==> config.mk <==
export PLATFORM = sky130hd
export DESIGN_NAME = eth_tx_arbiter_flat
export DESIGN_NICKNAME = d
export VERILOG_FILES = /design/src/rtl/eth_tx_arbiter_if.sv /design/src/rtl/eth_tx_arbiter.sv /design/src/flat_wrapper.sv
export SDC_FILE = /design/constraint.sdc
export NUM_CORES = 1
export LEC_CHECK = 0
export BUFFER_PORTS_ARGS = -buffer_cell sky130_fd_sc_hd__buf_2
export CAP_MARGIN = 20
export CORE_MARGIN = 10
export CORE_UTILIZATION = 26
export CTS_CLUSTER_SIZE = 24
export DETAILED_ROUTE_END_ITERATION = 8
export HOLD_SLACK_MARGIN = 0.02
export SYNTH_ARGS = -nofsm -noshare
export SYNTH_HDL_FRONTEND = slang
export SYNTH_SLANG_ARGS = --single-unit
export TNS_END_PERCENT = 1
==> constraint.sdc <==
create_clock -name i_clk -period 4.9 [get_ports i_clk]
set_clock_uncertainty 0.15 [all_clocks]
set_input_delay 0.49 -clock i_clk [delete_from_list [all_inputs] [get_ports i_clk]]
set_output_delay 0.49 -clock i_clk [all_outputs]
set_load 0.01 [all_outputs]
==> src/rtl/eth_tx_arbiter_if.sv <==
// Request / TX-tap / status bundle for eth_tx_arbiter.
//   master : packet sources and MAC side (drives requests and the TX tap, observes status)
//   slave  : the arbiter (samples requests and the TX tap, drives select and status)
//   i_arp_req, i_ping_req, i_udp_req : per-source "packet ready", held until first beat accepted
//   i_tx_vld, i_tx_sop, i_tx_eop     : tap of the muxed TX stream after the output switch
//   i_tx_rdy                         : MAC ready; beat accepted when vld & rdy
//   o_pkt_type                       : source select (NONE 0, ARP 1, UDP 2, PING 3)
//   o_busy, o_timeout                : not-idle flag, one-cycle forced-release pulse
//   o_pkt_cnt, o_to_cnt              : completed packets (wraps), forced releases (saturates)
interface eth_tx_arbiter_if;
  logic        i_arp_req;
  logic        i_ping_req;
  logic        i_udp_req;
  logic        i_tx_vld;
  logic        i_tx_sop;
  logic        i_tx_eop;
  logic        i_tx_rdy;
  logic [1:0]  o_pkt_type;
  logic        o_busy;
  logic        o_timeout;
  logic [15:0] o_pkt_cnt;
  logic [7:0]  o_to_cnt;

  modport master (
    output i_arp_req, i_ping_req, i_udp_req, i_tx_vld, i_tx_sop, i_tx_eop, i_tx_rdy,
    input  o_pkt_type, o_busy, o_timeout, o_pkt_cnt, o_to_cnt
  );

  modport slave (
    input  i_arp_req, i_ping_req, i_udp_req, i_tx_vld, i_tx_sop, i_tx_eop, i_tx_rdy,
    output o_pkt_type, o_busy, o_timeout, o_pkt_cnt, o_to_cnt
  );
endinterface

==> src/rtl/eth_tx_arbiter.sv <==
// Ethernet TX source arbiter: picks one of ARP / PING / UDP, holds the output switch on it
// until the packet's eop is accepted (or an idle timeout forces release), then inserts a
// fixed PT_NONE gap before arbitrating again.
//   i_clk : clock, rising edge
//   i_rst : asynchronous active-high reset
//   bus   : eth_tx_arbiter_if.slave (requests, TX tap, select and status outputs)
module eth_tx_arbiter #(
  parameter int unsigned TIMEOUT_CYC = 1024,
  parameter int unsigned GAP_CYC     = 2,
  parameter int unsigned STARVE_MAX  = 4
) (
  input  logic            i_clk,
  input  logic            i_rst,
  eth_tx_arbiter_if.slave bus
);

  localparam logic [1:0] PtNone = 2'd0;
  localparam logic [1:0] PtArp  = 2'd1;
  localparam logic [1:0] PtUdp  = 2'd2;
  localparam logic [1:0] PtPing = 2'd3;

  localparam int unsigned IdleW   = (TIMEOUT_CYC > 2) ? $clog2(TIMEOUT_CYC) : 1;
  localparam int unsigned StarveW = (STARVE_MAX < 1) ? 1 : $clog2(STARVE_MAX + 1);

  typedef enum logic [1:0] {StIdle, StGrant, StXfer, StGap} state_e;

  state_e               state_q, state_d;
  logic [1:0]           type_q, type_d;
  logic [StarveW-1:0]   starve_q, starve_d;
  logic [IdleW-1:0]     idle_q, idle_d;
  logic [3:0]           gap_q, gap_d;
  logic [15:0]          pkt_cnt_q, pkt_cnt_d;
  logic [7:0]           to_cnt_q, to_cnt_d;
  logic                 timeout_q, timeout_d;

  logic       beat_acc;
  logic       any_req;
  logic       active;
  logic       expire;
  logic       pkt_done;
  logic [1:0] winner;

  assign beat_acc = bus.i_tx_vld & bus.i_tx_rdy;
  assign any_req  = bus.i_arp_req | bus.i_ping_req | bus.i_udp_req;
  assign active   = (state_q == StGrant) || (state_q == StXfer);
  // Any accepted beat restarts the idle window, so an eop landing on the expiry cycle wins.
  assign expire   = active && !beat_acc && (idle_q == IdleW'(TIMEOUT_CYC - 1));
  assign pkt_done = beat_acc && bus.i_tx_eop &&
                    (((state_q == StGrant) && bus.i_tx_sop) || (state_q == StXfer));

  // Fixed priority with a starvation override for UDP.
  always_comb begin
    winner = PtNone;
    if (bus.i_udp_req && (starve_q == StarveW'(STARVE_MAX))) begin
      winner = PtUdp;
    end else if (bus.i_arp_req) begin
      winner = PtArp;
    end else if (bus.i_ping_req) begin
      winner = PtPing;
    end else if (bus.i_udp_req) begin
      winner = PtUdp;
    end
  end

  // State register
  always_ff @(posedge i_clk or posedge i_rst) begin
    if (i_rst) begin
      state_q <= StIdle;
    end else begin
      state_q <= state_d;
    end
  end

  // Next-state logic
  always_comb begin
    state_d = state_q;
    unique case (state_q)
      StIdle: begin
        if (any_req) state_d = StGrant;
      end
      StGrant: begin
        // Beats without sop are ignored here; only a real packet start moves on.
        if (beat_acc && bus.i_tx_sop) begin
          state_d = bus.i_tx_eop ? StGap : StXfer;
        end else if (expire) begin
          state_d = StGap;
        end
      end
      StXfer: begin
        if (beat_acc && bus.i_tx_eop) begin
          state_d = StGap;
        end else if (expire) begin
          state_d = StGap;
        end
      end
      StGap: begin
        if (gap_q == 4'(GAP_CYC - 1)) state_d = StIdle;
      end
      default: state_d = StIdle;
    endcase
  end

  // Output logic
  always_comb begin
    bus.o_pkt_type = active ? type_q : PtNone;
    bus.o_busy     = (state_q != StIdle);
    bus.o_timeout  = timeout_q;
    bus.o_pkt_cnt  = pkt_cnt_q;
    bus.o_to_cnt   = to_cnt_q;
  end

  // Datapath next-state
  always_comb begin
    type_d    = type_q;
    starve_d  = starve_q;
    if ((state_q == StIdle) && any_req) begin
      type_d = winner;
      if (winner == PtUdp) begin
        starve_d = '0;
      end else if (bus.i_udp_req && (starve_q != StarveW'(STARVE_MAX))) begin
        starve_d = starve_q + 1'b1;
      end
    end

    idle_d    = (active && !beat_acc && !expire) ? idle_q + 1'b1 : '0;
    gap_d     = ((state_q == StGap) && (state_d == StGap)) ? gap_q + 4'd1 : 4'd0;
    pkt_cnt_d = pkt_cnt_q + {15'd0, pkt_done};
    timeout_d = expire;
    to_cnt_d  = (expire && (to_cnt_q != 8'hFF)) ? to_cnt_q + 8'd1 : to_cnt_q;
  end

  always_ff @(posedge i_clk or posedge i_rst) begin
    if (i_rst) begin
      type_q    <= PtNone;
      starve_q  <= '0;
      idle_q    <= '0;
      gap_q     <= 4'd0;
      pkt_cnt_q <= 16'd0;
      to_cnt_q  <= 8'd0;
      timeout_q <= 1'b0;
    end else begin
      type_q    <= type_d;
      starve_q  <= starve_d;
      idle_q    <= idle_d;
      gap_q     <= gap_d;
      pkt_cnt_q <= pkt_cnt_d;
      to_cnt_q  <= to_cnt_d;
      timeout_q <= timeout_d;
    end
  end

endmodule
==> src/flat_wrapper.sv <==
// flat-port wrapper written by rule: the top's interface ports become plain ports
module eth_tx_arbiter_flat 
#(
  parameter int unsigned TIMEOUT_CYC = 1024,
  parameter int unsigned GAP_CYC     = 2,
  parameter int unsigned STARVE_MAX  = 4
)
  (i_clk, i_rst, bus_i_arp_req, bus_i_ping_req, bus_i_udp_req, bus_i_tx_vld, bus_i_tx_sop, bus_i_tx_eop, bus_i_tx_rdy, bus_o_pkt_type, bus_o_busy, bus_o_timeout, bus_o_pkt_cnt, bus_o_to_cnt);
  eth_tx_arbiter_if bus_i ();
  input  logic i_clk;
  input  logic i_rst;
  input wire logic [$bits(bus_i.i_arp_req)-1:0] bus_i_arp_req;
  input wire logic [$bits(bus_i.i_ping_req)-1:0] bus_i_ping_req;
  input wire logic [$bits(bus_i.i_udp_req)-1:0] bus_i_udp_req;
  input wire logic [$bits(bus_i.i_tx_vld)-1:0] bus_i_tx_vld;
  input wire logic [$bits(bus_i.i_tx_sop)-1:0] bus_i_tx_sop;
  input wire logic [$bits(bus_i.i_tx_eop)-1:0] bus_i_tx_eop;
  input wire logic [$bits(bus_i.i_tx_rdy)-1:0] bus_i_tx_rdy;
  output wire logic [$bits(bus_i.o_pkt_type)-1:0] bus_o_pkt_type;
  output wire logic [$bits(bus_i.o_busy)-1:0] bus_o_busy;
  output wire logic [$bits(bus_i.o_timeout)-1:0] bus_o_timeout;
  output wire logic [$bits(bus_i.o_pkt_cnt)-1:0] bus_o_pkt_cnt;
  output wire logic [$bits(bus_i.o_to_cnt)-1:0] bus_o_to_cnt;
  assign bus_i.i_arp_req = bus_i_arp_req;
  assign bus_i.i_ping_req = bus_i_ping_req;
  assign bus_i.i_udp_req = bus_i_udp_req;
  assign bus_i.i_tx_vld = bus_i_tx_vld;
  assign bus_i.i_tx_sop = bus_i_tx_sop;
  assign bus_i.i_tx_eop = bus_i_tx_eop;
  assign bus_i.i_tx_rdy = bus_i_tx_rdy;
  assign bus_o_pkt_type = bus_i.o_pkt_type;
  assign bus_o_busy = bus_i.o_busy;
  assign bus_o_timeout = bus_i.o_timeout;
  assign bus_o_pkt_cnt = bus_i.o_pkt_cnt;
  assign bus_o_to_cnt = bus_i.o_to_cnt;
  eth_tx_arbiter #(.TIMEOUT_CYC(TIMEOUT_CYC), .GAP_CYC(GAP_CYC), .STARVE_MAX(STARVE_MAX)) u_core (.i_clk(i_clk), .i_rst(i_rst), .bus(bus_i));
endmodule
# Word level (Yosys, flattened, before mapping)
# Index checks and enable logic that the tools add are counted.
# word_totals
regBits	46
in_bits	9
rom_bits	0
latch_bits	0
mem_count	0
ramBits	0
output_inout_bits	28
# classes
n_mux	16
reduce_logical	20
order_cmp	0
add_sub_neg	5
bitwise_logic	3
n_eq_ne	10
shifts	0
n_mul	0
div_mod_pow	0
# op_table
op	n
two-way mux 2 bit	10
adder 16 x 1 -> 16 bit	1
logical AND 1 bit	12
adder 10 x 1 -> 10 bit, second input constant	1
equality test 10 bit, second input constant	1
two-way mux 10 bit	1
adder 8 x 1 -> 8 bit, second input constant	1
equality test 2 bit, second input constant	4
inequality test 8 bit, second input constant	1
case mux 2 bit (4 select lines)	1
two-way mux 3 bit	2
adder 4 x 1 -> 4 bit, second input constant	1
equality test 4 x 1 -> 1 bit, second input constant	1
two-way mux 4 bit	1
nonzero test 2 bit	2
adder 3 x 1 -> 3 bit, second input constant	1
equality test 3 bit, second input constant	1
inequality test 3 bit, second input constant	1
equality test 2 x 1 -> 1 bit, second input constant	1
logical NOT 1 bit	2
logical NOT 2 bit	1
logical OR 1 bit	2
bitwise OR 1 bit	2
AND reduction 2 bit	1
2 further kinds	2

# Depth between registers and ports, before layout
# Gate-level depths: netlist of run 1.
# logic_depth
ltp_word	10
depth_mapped	10
ltp_nobuf	10

# Least setup slack after synthesis of run 1
# OpenSTA, ideal clock, no wires.
# synth_path
kind	reg2reg
from	register u_core.state_q[0]
to	register u_core.pkt_cnt_q[15] (netlist: u_core.bus.o_pkt_cnt[15])
stages_incl_launch_ff	10
setup_slack_ns	2.687
required_time_ns	4.626
setup_ns	0.124
period_less_slack_ns	2.213
arrival_time_ns	1.939
cell_sequence	dfrtp_1 -> inv_1 -> ha_1 -> a21oi_1 -> nor2_1 -> ha_1 -> nand2_1 -> nor4_1 -> nand3_1 -> xnor2_1
# synth_between
elab_chain_len	5
# synth_lines
item	line_no	source
start: declaration	eth_tx_arbiter.sv:27	state_e state_q, state_d;
start signal: assignment	eth_tx_arbiter.sv:68	state_q <= StIdle;
start signal: assignment	eth_tx_arbiter.sv:70	state_q <= state_d;
equality test 2 x 1 -> 1 bit	eth_tx_arbiter.sv:49	(((state_q == StGrant) && bus.i_tx_sop) || (state_q == StXfer));
logical AND 1 bit	eth_tx_arbiter.sv:49	
logical OR 1 bit *	eth_tx_arbiter.sv:49	
logical AND 1 bit *	eth_tx_arbiter.sv:48	assign pkt_done = beat_acc && bus.i_tx_eop &&
adder 16 x 1 -> 16 bit *	eth_tx_arbiter.sv:127	pkt_cnt_d = pkt_cnt_q + {15'd0, pkt_done};
net u_core.pkt_cnt_d[15]	eth_tx_arbiter.sv:32	logic [15:0] pkt_cnt_q, pkt_cnt_d;
end signal: assignment	eth_tx_arbiter.sv:146	pkt_cnt_q <= pkt_cnt_d;
end: declaration	eth_tx_arbiter.sv:32	
# Mark *: on every way through the listed nets, which the timed path passes. The rest lies on a longest branch.
# A chain may end at the register's enable or synchronous reset.

# Worst setup path after layout of run 1
# layout_path
from	register u_core.state_q[0]
to	register u_core.pkt_cnt_q[12] (netlist: u_core.bus.o_pkt_cnt[12])
# The elaborated chain is that of the path after synthesis.

==> results summary, run 1 <==
The area share of and/or/nand/nor cells after synthesis is 21.7%. The ratio of final minimum period to clock period came out at 52.8%. The peak ir drop on the vdd network came out at 0.178 mV. The first-pass detailed-route iteration total came out at 4. The worst min-delay path category is primary input to flop. Counting along the longest clock path gives a buffer depth of 2. The maximum number of pins on one net before global-route repair came out at 47. Derived from the worst setup path, the maximum achievable clock frequency is 386 MHz. After detailed routing, the total wire length is 4.75 mm. In the global route stage, overall resource usage came out at 7.74%. The normalized max-slew margin is 46.1%. The remaining routing DRC violations came out at 0. Global routing finished with a remaining overflow of 0.

For this run, the number of standard cells in the final layout without fillers is 365. The count of final max-slew check failures is 0. The final layout contains 278 nets.

The total instance count after detailed placement is 355. The vertical die dimension is 114 um. For this design the top-level I/O count stands at 37. The clock-pin slew reported for the worst setup and hold paths after clock tree synthesis is 90 ps.

The number of clock sinks is 46. The worst setup path is captured at a flop. The first-pass GRT wire length is 8.40 mm. The multiplexer share of the synthesized area came out at 0.490%. The via count of the first global-routing pass came out at 1759.

Grouping stages by cell kind, the critical path spends the most delay in adder cells. The worst stage delay on the critical path is 450 ps. TritonCTS built the clock tree. The count of state elements after synthesis came out at 46. Of the total synthesized cell area, the portion taken by XOR and XNOR cells is 11.8%.

The area added between synthesis and finish is 18.9%. The combinational family with the most area after synthesis is simple AND/OR/NAND/NOR gates. The power dissipated by switching net loads is 363 uW. The total via count after detailed routing came out at 1696. The number of buffers added by the clock tree synthesis step came out at 5.

The required time of the critical path is 4940 ps. The die covers 13000 um^2. The cell sitting at the root of the clock tree is a sky130_fd_sc_hd__clkbuf_8. The leakage power total is 0.00129 uW. In this run the cell area measured after placement is 2610 um^2. The Yosys warning count came out at 0. In this run, the combinational gates consume 31.4% of the power. The switching part of the total power came out at 35.4%.

The worst setup margin is 2310 ps. The sum of negative setup slack came out at 0 ps. The weighted congestion at the end of routability-driven global placement came out at 0.788. The later pin in the worst-skew pair is clocked with a latency of 300 ps. The final count of negative-setup-slack endpoints is 0.

After detailed routing, the number of vias per cell comes to 4.65. The flow ran to the end, and the final reports show no timing, DRC or antenna violations. The number of antenna violations at the first check in global routing came out at 0. The mean instance size in the synthesized netlist came out at 10.9 um^2. The number of library cell types mapped by synthesis came out at 39. For this block, the initial DRC count from the detailed router was 67.

Among all stages on the critical path, the largest delay is contributed by sky130_fd_sc_hd__dfrtp_1. The placeable core region came out at 8680 um^2. The worst setup path is launched from a flop.

Sequential cells were found to cover 50.1% of the synthesized design area. The critical path arrival came out at 2630 ps. The clock tree synthesis step divided the H-tree into 2 levels. The total power divided by cell area came out at 375 nW/um^2. The signal on the critical path passes through inv_1 > ha_1 > a21oi_1 > nor2_1 > ha_1 > ha_1 > inv_1 > nor4_1 > nand2_1 > xnor2_1. The cell area after synthesis is 2300 um^2. For the pin with the worst max-slew slack, the measured transition is 801 ps. The critical path is of the flop to flop type. The effective utilization at floorplan came out at 26.5%. The repair_antennas step left the layout with diodes totalling 0.

The top fanout value on the critical path came out at 5. The share of final-layout standard cells stronger than drive strength 1 came out at 21.8%. The most instantiated flip-flop cell in the synthesis netlist is sky130_fd_sc_hd__dfrtp_1. In this run the remaining antenna-violating nets after routing total 0. The quantity of I/O buffers inserted on ports came out at 36. The routed wirelength normalized by instance count is 13.0 um.

The share of flip-flops with an asynchronous set or reset after synthesis is 100%. When the netlist entered floorplanning its net count stood at 233. The cell area after layout came out at 2730 um^2.

The worst setup timing slack at the placement stage came out at 2300 ps. The number of flops mapped to enable cells by yosys is 0. The setup fix buffers added after clock tree synthesis is 0.

The x dimension of the die came out at 114 um. For the finished layout, the period the worst path requires is 2590 ps. The cell internal power dissipation is 663 uW.

The share of total power in the clock network came out at 22.9%. Setup repair after global routing left no endpoint under its margin. The number of placement rows is 34. The instance count of the mapped netlist is 211. The register share of total power came out at 45.7%. The most numerous cell type found on the critical path is sky130_fd_sc_hd__ha_1. After legalization and detailed placement, the total HPWL measured 3.58 mm. The max capacitance violation total came out at 0. The number of hold-slack violations in the final timing report came out at 0. The share of the synthesized area in compound gates (AO/OA/AOI/OAI) is 7.19%. The adder-cell share of the synthesized area came out at 7.08%. The buffer and inverter count on the worst path is 2.
-- cell families after synthesis --
group,Yosys count
buf+inv,10
flops,46
xor+xnor,31
simple gates,90
mux,1
compound gates,20
fa+ha+maj,13
-- power groups by stage --
stage / combinational (uW) / clock (uW) / sequential (uW)
CTS: 324 / 249 / 469
global placement: 317 / 0 / 475
floorplan: 232 / 0 / 472
finish: 322 / 235 / 469
detailed placement: 323 / 0 / 476
global route: 368 / 262 / 478
-- worst paths after layout --
path | slack [ps] | end | from | cells past startpoint
worst max-delay path | 2310 | u_core.bus.o_pkt_cnt[12]$_DFF_PP0_ | u_core.state_q[0]$_DFF_PP0_ | 10
worst min-delay path | 280 | u_core.type_q[1]$_DFFE_PP0P_ | bus_i_arp_req | 2
worst max register to register | 2310 | u_core.bus.o_pkt_cnt[12]$_DFF_PP0_ | u_core.state_q[0]$_DFF_PP0_ | 10
worst min register to register | 320 | u_core.bus.o_pkt_cnt[15]$_DFF_PP0_ | u_core.bus.o_pkt_cnt[15]$_DFF_PP0_ | 1
max in group asynchronous | 3710 | u_core.idle_q[8]$_DFF_PP0_ | i_rst | 4
min in group asynchronous | 440 | u_core.bus.o_pkt_cnt[15]$_DFF_PP0_ | i_rst | 3
-- metal layers --
layer  routed length [um]  global-route usage, %  part of all wire [%]
met4                   48                   2.26                   1.0
met3                  338                   3.15                   7.1
met2                 2040                   11.6                    43
met5                    0                      0                     0
met1                 2330                   10.0                    49
-- metrics by stage --
step | utilization, % | total power (uW) | hold slack [ps]
CTS | 31.2 | 1040 | 259
detailed placement | 30.1 | 799 | 305
floorplan | - | 704 | 286
finish | 31.5 | 1030 | 275
global placement | 30.1 | 793 | 305
global route | 31.5 | 1110 | 268
-- area by class of cell --
class / count / area [um^2]
Clock inverter: 3 / 21.3
Fill cell: 902 / 5940
Tap cell: 108 / 135
Multi-Input combinational cell: 155 / 1110
Sequential cell: 46 / 1150
Inverter: 10 / 37.5
Clock buffer: 5 / 68.8
Timing Repair Buffer: 38 / 210
-- cell usage after synthesis, types with 2 or more instances --
cell | number | area (um^2)
sky130_fd_sc_hd__dfrtp_1 | 46 | 1150
sky130_fd_sc_hd__xnor2_1 | 20 | 175
sky130_fd_sc_hd__nand2_1 | 18 | 67.6
sky130_fd_sc_hd__nand3_1 | 16 | 80.1
sky130_fd_sc_hd__nor2_1 | 15 | 56.3
sky130_fd_sc_hd__ha_1 | 13 | 163
sky130_fd_sc_hd__nand4_1 | 11 | 68.8
sky130_fd_sc_hd__xor2_1 | 11 | 96.3
sky130_fd_sc_hd__inv_1 | 10 | 37.5
sky130_fd_sc_hd__nor4_1 | 7 | 43.8
sky130_fd_sc_hd__and4_1 | 4 | 35.0
sky130_fd_sc_hd__and2_1 | 3 | 18.8
sky130_fd_sc_hd__o21ai_0 | 3 | 15.0
sky130_fd_sc_hd__a211oi_1 | 2 | 15.0
sky130_fd_sc_hd__a21o_2 | 2 | 17.5
sky130_fd_sc_hd__a21oi_1 | 2 | 10.0
sky130_fd_sc_hd__and2_2 | 2 | 15.0
sky130_fd_sc_hd__and3_1 | 2 | 12.5
sky130_fd_sc_hd__nand3b_1 | 2 | 15.0
sky130_fd_sc_hd__nor3_1 | 2 | 10.0
sky130_fd_sc_hd__o21bai_1 | 2 | 15.0
-- worst reg2reg max path: stages (launching register included) --
cell,delay [ps]
sky130_fd_sc_hd__dfrtp_1,450
sky130_fd_sc_hd__inv_1,150
sky130_fd_sc_hd__ha_1,250
sky130_fd_sc_hd__a21oi_1,80
sky130_fd_sc_hd__nor2_1,150
sky130_fd_sc_hd__ha_1,240
sky130_fd_sc_hd__ha_1,280
sky130_fd_sc_hd__inv_1,60
sky130_fd_sc_hd__nor4_1,410
sky130_fd_sc_hd__nand2_1,120
sky130_fd_sc_hd__xnor2_1,140
-- timing repair --
| action | 4_1_cts | 5_1_grt |
|---|---|---|
| hold endpoints to repair | 0 | 3 |
| hold buffers | 0 | 1 |
| gates resized for setup | 0 | 0 |
-- sequential cells by signal (all words and copies together) (netlist names) --
register / count
u_core.bus.o_pkt_cnt: 16
u_core.idle_q: 10
u_core.bus.o_to_cnt: 8
u_core.gap_q: 4
u_core.starve_q: 3
u_core.state_q: 2
u_core.type_q: 2
u_core.bus.o_timeout: 1
-- layout by cell type (no fill, tap or decap), drive strengths merged, types with 2 or more instances in the layout --
master and instances:
nand3b 2, o21ai 3, o21bai 3, xor2 11, and3 3, a211oi 2
nor3 2, clkinv 2, and2 5, buf 37, dfrtp 46, inv 10
and4 4, xnor2 20, a21oi 2, nor4 8, nand4 11, nand2 18
ha 13, a21o 2, nand3 16, nor2 15, clkbuf 5
No activity file was read; power rests on OpenSTA's default activity.
==> inputs of run 2 (changes only) <==
==> constraint.sdc (replaced) <==
create_clock -name i_clk -period 2.5 [get_ports i_clk]
set_clock_uncertainty 0.15 [all_clocks]
set_input_delay 0.25 -clock i_clk [delete_from_list [all_inputs] [get_ports i_clk]]
set_output_delay 0.25 -clock i_clk [all_outputs]
set_load 0.01 [all_outputs]
==> results summary, run 2 (same netlist as run 1, synthesis figures left out) <==
The worst pin sits at a relative slew slack of 64.9%. STA classifies the critical path startpoint as a flop. The routed design has 4.81 mm of wire. The quantity of I/O buffers inserted on ports came out at 36. The total power divided by cell area came out at 735 nW/um^2. The number of nets in the layout is 285. The number of buffers added by the clock tree synthesis step is 5. The total global-route track usage came out at 7.75%. On the final layout, the worst hold slack is 37.6 ps. The share of final-layout standard cells stronger than drive strength 1 is 25.4%. In this run the critical register-to-register path is captured at u_core.bus.o_pkt_cnt[15]$_DFF_PP0_. The number of placement rows came out at 34. In this run the worst setup path terminates at u_core.bus.o_pkt_cnt[15]$_DFF_PP0_. The worst min-delay path category is primary input to flop. The max capacitance violation total came out at 0.

The critical path arrival is 2320 ps. Detailed routing inserted a total of 1750 vias. The worst-case IR drop observed on VDD is 0.380 mV. The detailed-placement wirelength estimate came out at 3.77 mm. The placeable core region came out at 8680 um^2. The via count of the first global-routing pass is 1789. The effective utilization at floorplan is 26.5%.

The achievable clock frequency came out at 438 MHz. The most common cell after layout, fill and taps aside is sky130_fd_sc_hd__dfrtp_1. The worst setup margin came out at 218 ps. The critical path is of the flop to flop type.

The flip-flop count of the largest register, all copies and words added came out at 16. For this run, design rule violations remaining after detail routing come to 0. The share of the core filled with cells is 32.3%. The area added between synthesis and finish is 21.9%. The setup slack of the worst register-to-register path came out at 220 ps. The final count of negative-setup-slack endpoints came out at 0. The top fanout value on the critical path came out at 6.

The number of clock sinks came out at 46. The clock-pin slew reported for the worst setup and hold paths after clock tree synthesis is 90 ps. The x dimension of the die came out at 114 um.

The H-tree depth reported by CTS came out at 2. Buffers added to address setup during post-CTS repair amount to 0. The library cell used as clock root buffer is sky130_fd_sc_hd__clkbuf_8.

For this run the aggregate overflow at the end of global routing stands at 0. The number of inserted diodes came out at 0. The number of design-rule violations left by the first detailed-router iteration is 49.

The clock passes through at most 2 buffers. The vias per cell came out at 4.70. The latest clock arrival within the worst-skew pair came out at 290 ps.

The number of antenna violations at the first check in global routing is 0. The required time of the critical path is 2540 ps. The number of hold-slack violations in the final timing report is 0.

The smallest clock period supported by the final layout is computed as 2280 ps. The maximum number of pins on one net before global-route repair is 24. The worst setup timing slack at the placement stage came out at 86.0 ps. At the pin with the least slew margin, the transition time is 513 ps. The die covers 13000 um^2. The first-pass detailed-route iteration total is 4. The worst reg-to-reg path cell count is 10. The cell area after layout is 2800 um^2. In this run the vertical extent of the chip is 114 um. The startpoint identified for the worst register-to-register timing path is u_core.state_q[1]$_DFF_PP0_. In this run the worst setup path begins at u_core.state_q[1]$_DFF_PP0_. The leakage power total came out at 0.00133 uW. The ratio of final minimum period to clock period is 91.3%. TritonCTS built the clock tree. The top-level I/O count came out at 37. The count of final max-slew check failures came out at 0. The routed wirelength normalized by instance count is 12.9 um.

The nature of the critical path endpoint is a flop. The run finished with clean final reports. The remaining number of nets flagged by the antenna check after routing is 0. The first-pass GRT wire length is 8.37 mm.

The cell area reported after detailed placement came out at 2670 um^2. In the layout the commonest cells are sky130_fd_sc_hd__dfrtp_1 (45), sky130_fd_sc_hd__buf_2 (36), sky130_fd_sc_hd__xnor2_1 (20). The weighted congestion at the end of routability-driven global placement is 0.758.
==> run 2: stage by stage <==
stage | TNS, ps | total power, uW | cells
after global placement | 0 | 1610 | 363
after CTS | 0 | 2090 | 372
after detailed placement | 0 | 1610 | 363
after floorplan | 0 | 1380 | 211
final | 0 | 2060 | 372
after global routing | -44.7 | 2230 | 372
==> run 2: timing repair <==
item	4_1_cts	5_1_grt
hold endpoints to repair	21	0
endpoints found under the setup margin	0	7
hold buffers	1	0
gates resized for setup	0	6
==> run 2: final cells by class <==
type	instances	area (um^2)
fillers	906	5880
flip-flops and latches	46	1150
multi-input cells	155	1140
repair buffers	45	250
well taps	108	135
clock buffers	7	86.3
inverters	10	37.5
clock inverters	1	5.00
==> run 2: metal layers <==
layer	vias to the layer above	GRT usage [%]	share of wire [%]
met2	45	11.5	44
li1	853	-	-
met1	846	10.0	47
met5	-	0	0
met3	6	3.15	8.0
met4	0	2.26	1.2
==> run 2: power by group <==
group          total, uW  internal, uW  leakage (uW)  switching, uW
Clock                464           223     0.0000482            240
Combinational        686           308      0.000662            378
Sequential           909           834      0.000624           75.5
Total               2060          1360       0.00133            694
==> run 2: critical path: stages, from the launching register on <==
cell and delay (ps):
sky130_fd_sc_hd__dfrtp_2 450, sky130_fd_sc_hd__inv_1 110, sky130_fd_sc_hd__ha_2 220, sky130_fd_sc_hd__a21oi_1 90, sky130_fd_sc_hd__nor2_1 130, sky130_fd_sc_hd__ha_2 230
sky130_fd_sc_hd__nand2_1 110, sky130_fd_sc_hd__nor4_2 310, sky130_fd_sc_hd__buf_4 170, sky130_fd_sc_hd__nand3_1 90, sky130_fd_sc_hd__xnor2_1 130
==> run 2: worst min path at each step <==
stage,startpoint,cells after the start,slack [ps],to
floorplan,bus_i_arp_req,1,200,u_core.type_q[1]$_DFFE_PP0P_
global placement,i_rst,2,150,u_core.bus.o_pkt_cnt[15]$_DFF_PP0_
detailed placement,i_rst,2,150,u_core.bus.o_pkt_cnt[15]$_DFF_PP0_
CTS,bus_i_arp_req,2,20,u_core.type_q[1]$_DFFE_PP0P_
global route,bus_i_arp_req,2,60,u_core.type_q[1]$_DFFE_PP0P_
finish,bus_i_arp_req,2,40,u_core.type_q[1]$_DFFE_PP0P_
==> inputs of run 3 (changes only) <==
--- a/config.mk
+++ b/config.mk
@@ -5,6 +5,7 @@
 export SDC_FILE = /design/constraint.sdc
 export NUM_CORES = 1
 export LEC_CHECK = 0
+export ABC_AREA = 1
 export BUFFER_PORTS_ARGS = -buffer_cell sky130_fd_sc_hd__buf_2
 export CAP_MARGIN = 20
 export CORE_MARGIN = 10
==> results summary, run 3 <==
The flow ran to the end, and the final reports show no timing, DRC or antenna violations. Clock tree synthesis selected as its root buffer the cell sky130_fd_sc_hd__clkbuf_8. The total congestion overflow came out at 0. The share of flip-flops with an asynchronous set or reset after synthesis came out at 100%.

Cells with a size suffix above 1 make up 30.2% of the layout. The area enclosed by the die boundary is 13400 um^2. Across every metal layer, demand over resource in global routing totals 7.61%. The number of flops mapped to enable cells by yosys is 0. The commonest cells after synthesis are sky130_fd_sc_hd__dfrtp_1 (46), sky130_fd_sc_hd__nand2_1 (38), sky130_fd_sc_hd__inv_1 (23). The count of state elements after synthesis came out at 46. The most common cell after layout, fill and taps aside is sky130_fd_sc_hd__dfrtp_1.

The number of placement rows is 34. The total via count after detailed routing came out at 1739. The nature of the critical path endpoint is a flop. In the final layout, the multi-input gates occupy 1170 um^2. Synthesis instantiated 33 different standard cells from the library. The number of hold-slack violations in the final timing report is 0.

The number of antenna violations at the first check in global routing is 0. The area share of the largest cell type after synthesis came out at 48.5%. At the pin with the least slew margin, the transition time is 600 ps. The minimum hold slack is 137 ps. The x dimension of the die came out at 116 um. The analysis attributes to cell leakage a power of 0.00144 uW.

The final count of negative-setup-slack endpoints is 0. The design draws 2290 uW. The detailed-placement wirelength estimate came out at 3.83 mm. The critical path is of the flop to flop type. The number of design-rule violations left by the first detailed-router iteration came out at 57. The part of the Yosys area used for sequential elements is 48.5%. After technology mapping, the gate count stands at 239.

The required time of the critical path came out at 2570 ps. The Yosys warning count is 0. The number of clock sinks is 46. When the netlist entered floorplanning its net count stood at 261.

The normalized max-slew margin is 59.9%. By instance count, the leading cell after synthesis is sky130_fd_sc_hd__dfrtp_1. 0 antenna diodes ended up in the layout.

The weighted congestion at the end of routability-driven global placement is 0.756. STA classifies the critical path startpoint as a flop. The total power divided by cell area came out at 785 nW/um^2.

The placeable core region is 8810 um^2. In the routed design, unresolved DRC markers number 0. The ratio of final minimum period to clock period is 90.5%.

The share of the core filled with cells is 33.1%. Dividing the detail-routed wire length by the instance count gives 12.0 um. The remaining number of nets flagged by the antenna check after routing is 0.

Derived from the worst setup path, the maximum achievable clock frequency is 442 MHz. The most instantiated flip-flop cell in the synthesis netlist is sky130_fd_sc_hd__dfrtp_1. After detailed routing, the total wire length is 4.81 mm. Across the run, the number of max-cap violations was 0. The top fanout value on the critical path came out at 4. The first-pass detailed-route iteration total came out at 4.

The vertical die dimension came out at 116 um. The total instance count after detailed placement came out at 386. The cell area after synthesis is 2370 um^2. During placement, the flow inserted port buffers numbering 36. The post-layout instance count excluding filler cells came out at 399. For this design the top-level I/O count stands at 37. OpenSTA, run right after detailed placement, puts the worst setup slack at 108 ps. In the layout the commonest cells are sky130_fd_sc_hd__dfrtp_1 (44), sky130_fd_sc_hd__nand2_1 (37), sky130_fd_sc_hd__buf_2 (36). In the post-synthesis netlist, the biggest area contributors are sky130_fd_sc_hd__dfrtp_1 (48%), sky130_fd_sc_hd__ha_1 (6.8%), sky130_fd_sc_hd__nand2_1 (6.0%).

The peak ir drop on the vdd network is 0.327 mV. The power dissipated by switching net loads is 814 uW. The first global-routing pass estimated 8.34 mm of wire.

The mean instance size in the synthesized netlist came out at 9.94 um^2. The fill cell instance count of the final layout came out at 875. The effective utilization at floorplan is 27.0%. The flip-flop count of the largest register, all copies and words added came out at 16. In this run, the clock network consumes 24.1% of the power.

The final layout contains 312 nets. The CTS tree is yes. The maximum number of pins on one net before global-route repair came out at 30. The worst hold path belongs to the class primary input to flop. The internal power of the cells totals 1470 uW. The largest area contributor in the synthesized netlist is sky130_fd_sc_hd__dfrtp_1. The worst setup margin came out at 238 ps. The share of total power in combinational logic came out at 34.6%. The vias per cell is 4.36.

The count of final max-slew check failures is 0. The via count of the first global-routing pass is 1762. The H-tree depth reported by CTS is 2.

Counting the buffers created by CTS gives 5. The critical path arrival came out at 2330 ps. The switching part of the total power came out at 35.6%. The register share of total power is 41.3%.

The latest clock arrival within the worst-skew pair is 290 ps. The clock-pin slew reported for the worst setup and hold paths after clock tree synthesis came out at 90 ps. The final critical delay including setup and external delays came out at 2260 ps.

The buffer levels on the longest clock path is 2. The area added between synthesis and finish is 22.7%. The flip-flop and latch area came out at 1150 um^2.
## run 3: cell count changes in the layout (fill, tap and decap cells not counted), moves of 4 or more
cell	before	now
sky130_fd_sc_hd__nand2_1	18	37
sky130_fd_sc_hd__inv_1	9	21
sky130_fd_sc_hd__nand4_1	11	4
sky130_fd_sc_hd__xnor2_1	20	13
sky130_fd_sc_hd__nand2_2	0	6
sky130_fd_sc_hd__nor2_1	15	21
sky130_fd_sc_hd__a21oi_1	2	7
sky130_fd_sc_hd__nor3_2	0	5
sky130_fd_sc_hd__nor4_1	5	0
sky130_fd_sc_hd__and4_1	4	0
## run 3: worst paths after layout
path                       slack (ps)                         from                            endpoint  cells past startpoint
max                               240  u_core.state_q[0]$_DFF_PP0_  u_core.bus.o_pkt_cnt[12]$_DFF_PP0_                     13
min                               140                bus_i_udp_req        u_core.type_q[1]$_DFFE_PP0P_                      3
max reg2reg                       240  u_core.state_q[0]$_DFF_PP0_  u_core.bus.o_pkt_cnt[12]$_DFF_PP0_                     13
min reg2reg                       320   u_core.idle_q[0]$_DFF_PP0_          u_core.idle_q[0]$_DFF_PP0_                      1
max in group asynchronous        1220                        i_rst          u_core.idle_q[4]$_DFF_PP0_                      4
min in group asynchronous         410                        i_rst   u_core.bus.o_pkt_cnt[8]$_DFF_PP0_                      3
## run 3: power groups by stage
| stage | combinational, uW | sequential (uW) | clock (uW) |
|---|---|---|---|
| 2_1_floorplan | 530 | 943 | 0 |
| 3_3_place_gp | 749 | 944 | 0 |
| 3_5_place_dp | 759 | 950 | 0 |
| 6_report | 792 | 943 | 551 |
| 5_1_grt | 908 | 964 | 598 |
| 4_1_cts | 767 | 935 | 569 |
## run 3: cells by family after synthesis
group / count (synthesis) / share of synthesized area (%)
and+or+nand+nor: 105 / 23.2
adders and majority gates: 13 / 6.85
DFF: 46 / 48.5
muxes: 3 / 1.90
xor gates and xnor gates: 25 / 9.22
AOI/OAI and AO/OA: 21 / 6.22
buffers and inverters: 26 / 4.16
## run 3: area by class of cell
cell class / count / area share, %
tap: 108 / 4.64
multi-input combinational: 167 / 40.2
clock buffer: 6 / 2.49
clock inverter: 2 / 1.29
sequential: 46 / 39.6
inverter: 26 / 3.39
timing repair buffer: 44 / 8.42
## run 3: what timing repair did
item,in CTS,in global routing
gates resized for setup,0,13
endpoints found under the hold margin,28,0
setup buffers,0,3
setup endpoints to repair,0,2
hold buffers,2,0
## run 3: layer usage
metal,share of wire (%),global-route usage [%],vias up
met3,6.1,2.69,4
met2,45,11.9,34
met1,48,9.85,818
met4,0.71,1.77,0
li1,-,-,883
met5,0,0,-
## run 3: stage by stage
stage | setup TNS (ps) | cell area (um^2)
floorplan | 0 | 2370
global placement | 0 | 2710
detailed placement | 0 | 2710
CTS | 0 | 2840
global route | -27.9 | 2910
finish | 0 | 2910
## run 3: worst max-delay path, cell delays in order, from the launching register on
cell,delay (ps)
sky130_fd_sc_hd__dfrtp_2,430
sky130_fd_sc_hd__inv_1,80
sky130_fd_sc_hd__ha_2,190
sky130_fd_sc_hd__a21oi_1,40
sky130_fd_sc_hd__nor2_1,110
sky130_fd_sc_hd__ha_2,220
sky130_fd_sc_hd__ha_4,140
sky130_fd_sc_hd__nand3_2,90
sky130_fd_sc_hd__nor2_2,130
sky130_fd_sc_hd__nand2_2,90
sky130_fd_sc_hd__nor2_4,130
sky130_fd_sc_hd__nand4_1,100
sky130_fd_sc_hd__nor2_1,140
sky130_fd_sc_hd__xor2_1,140
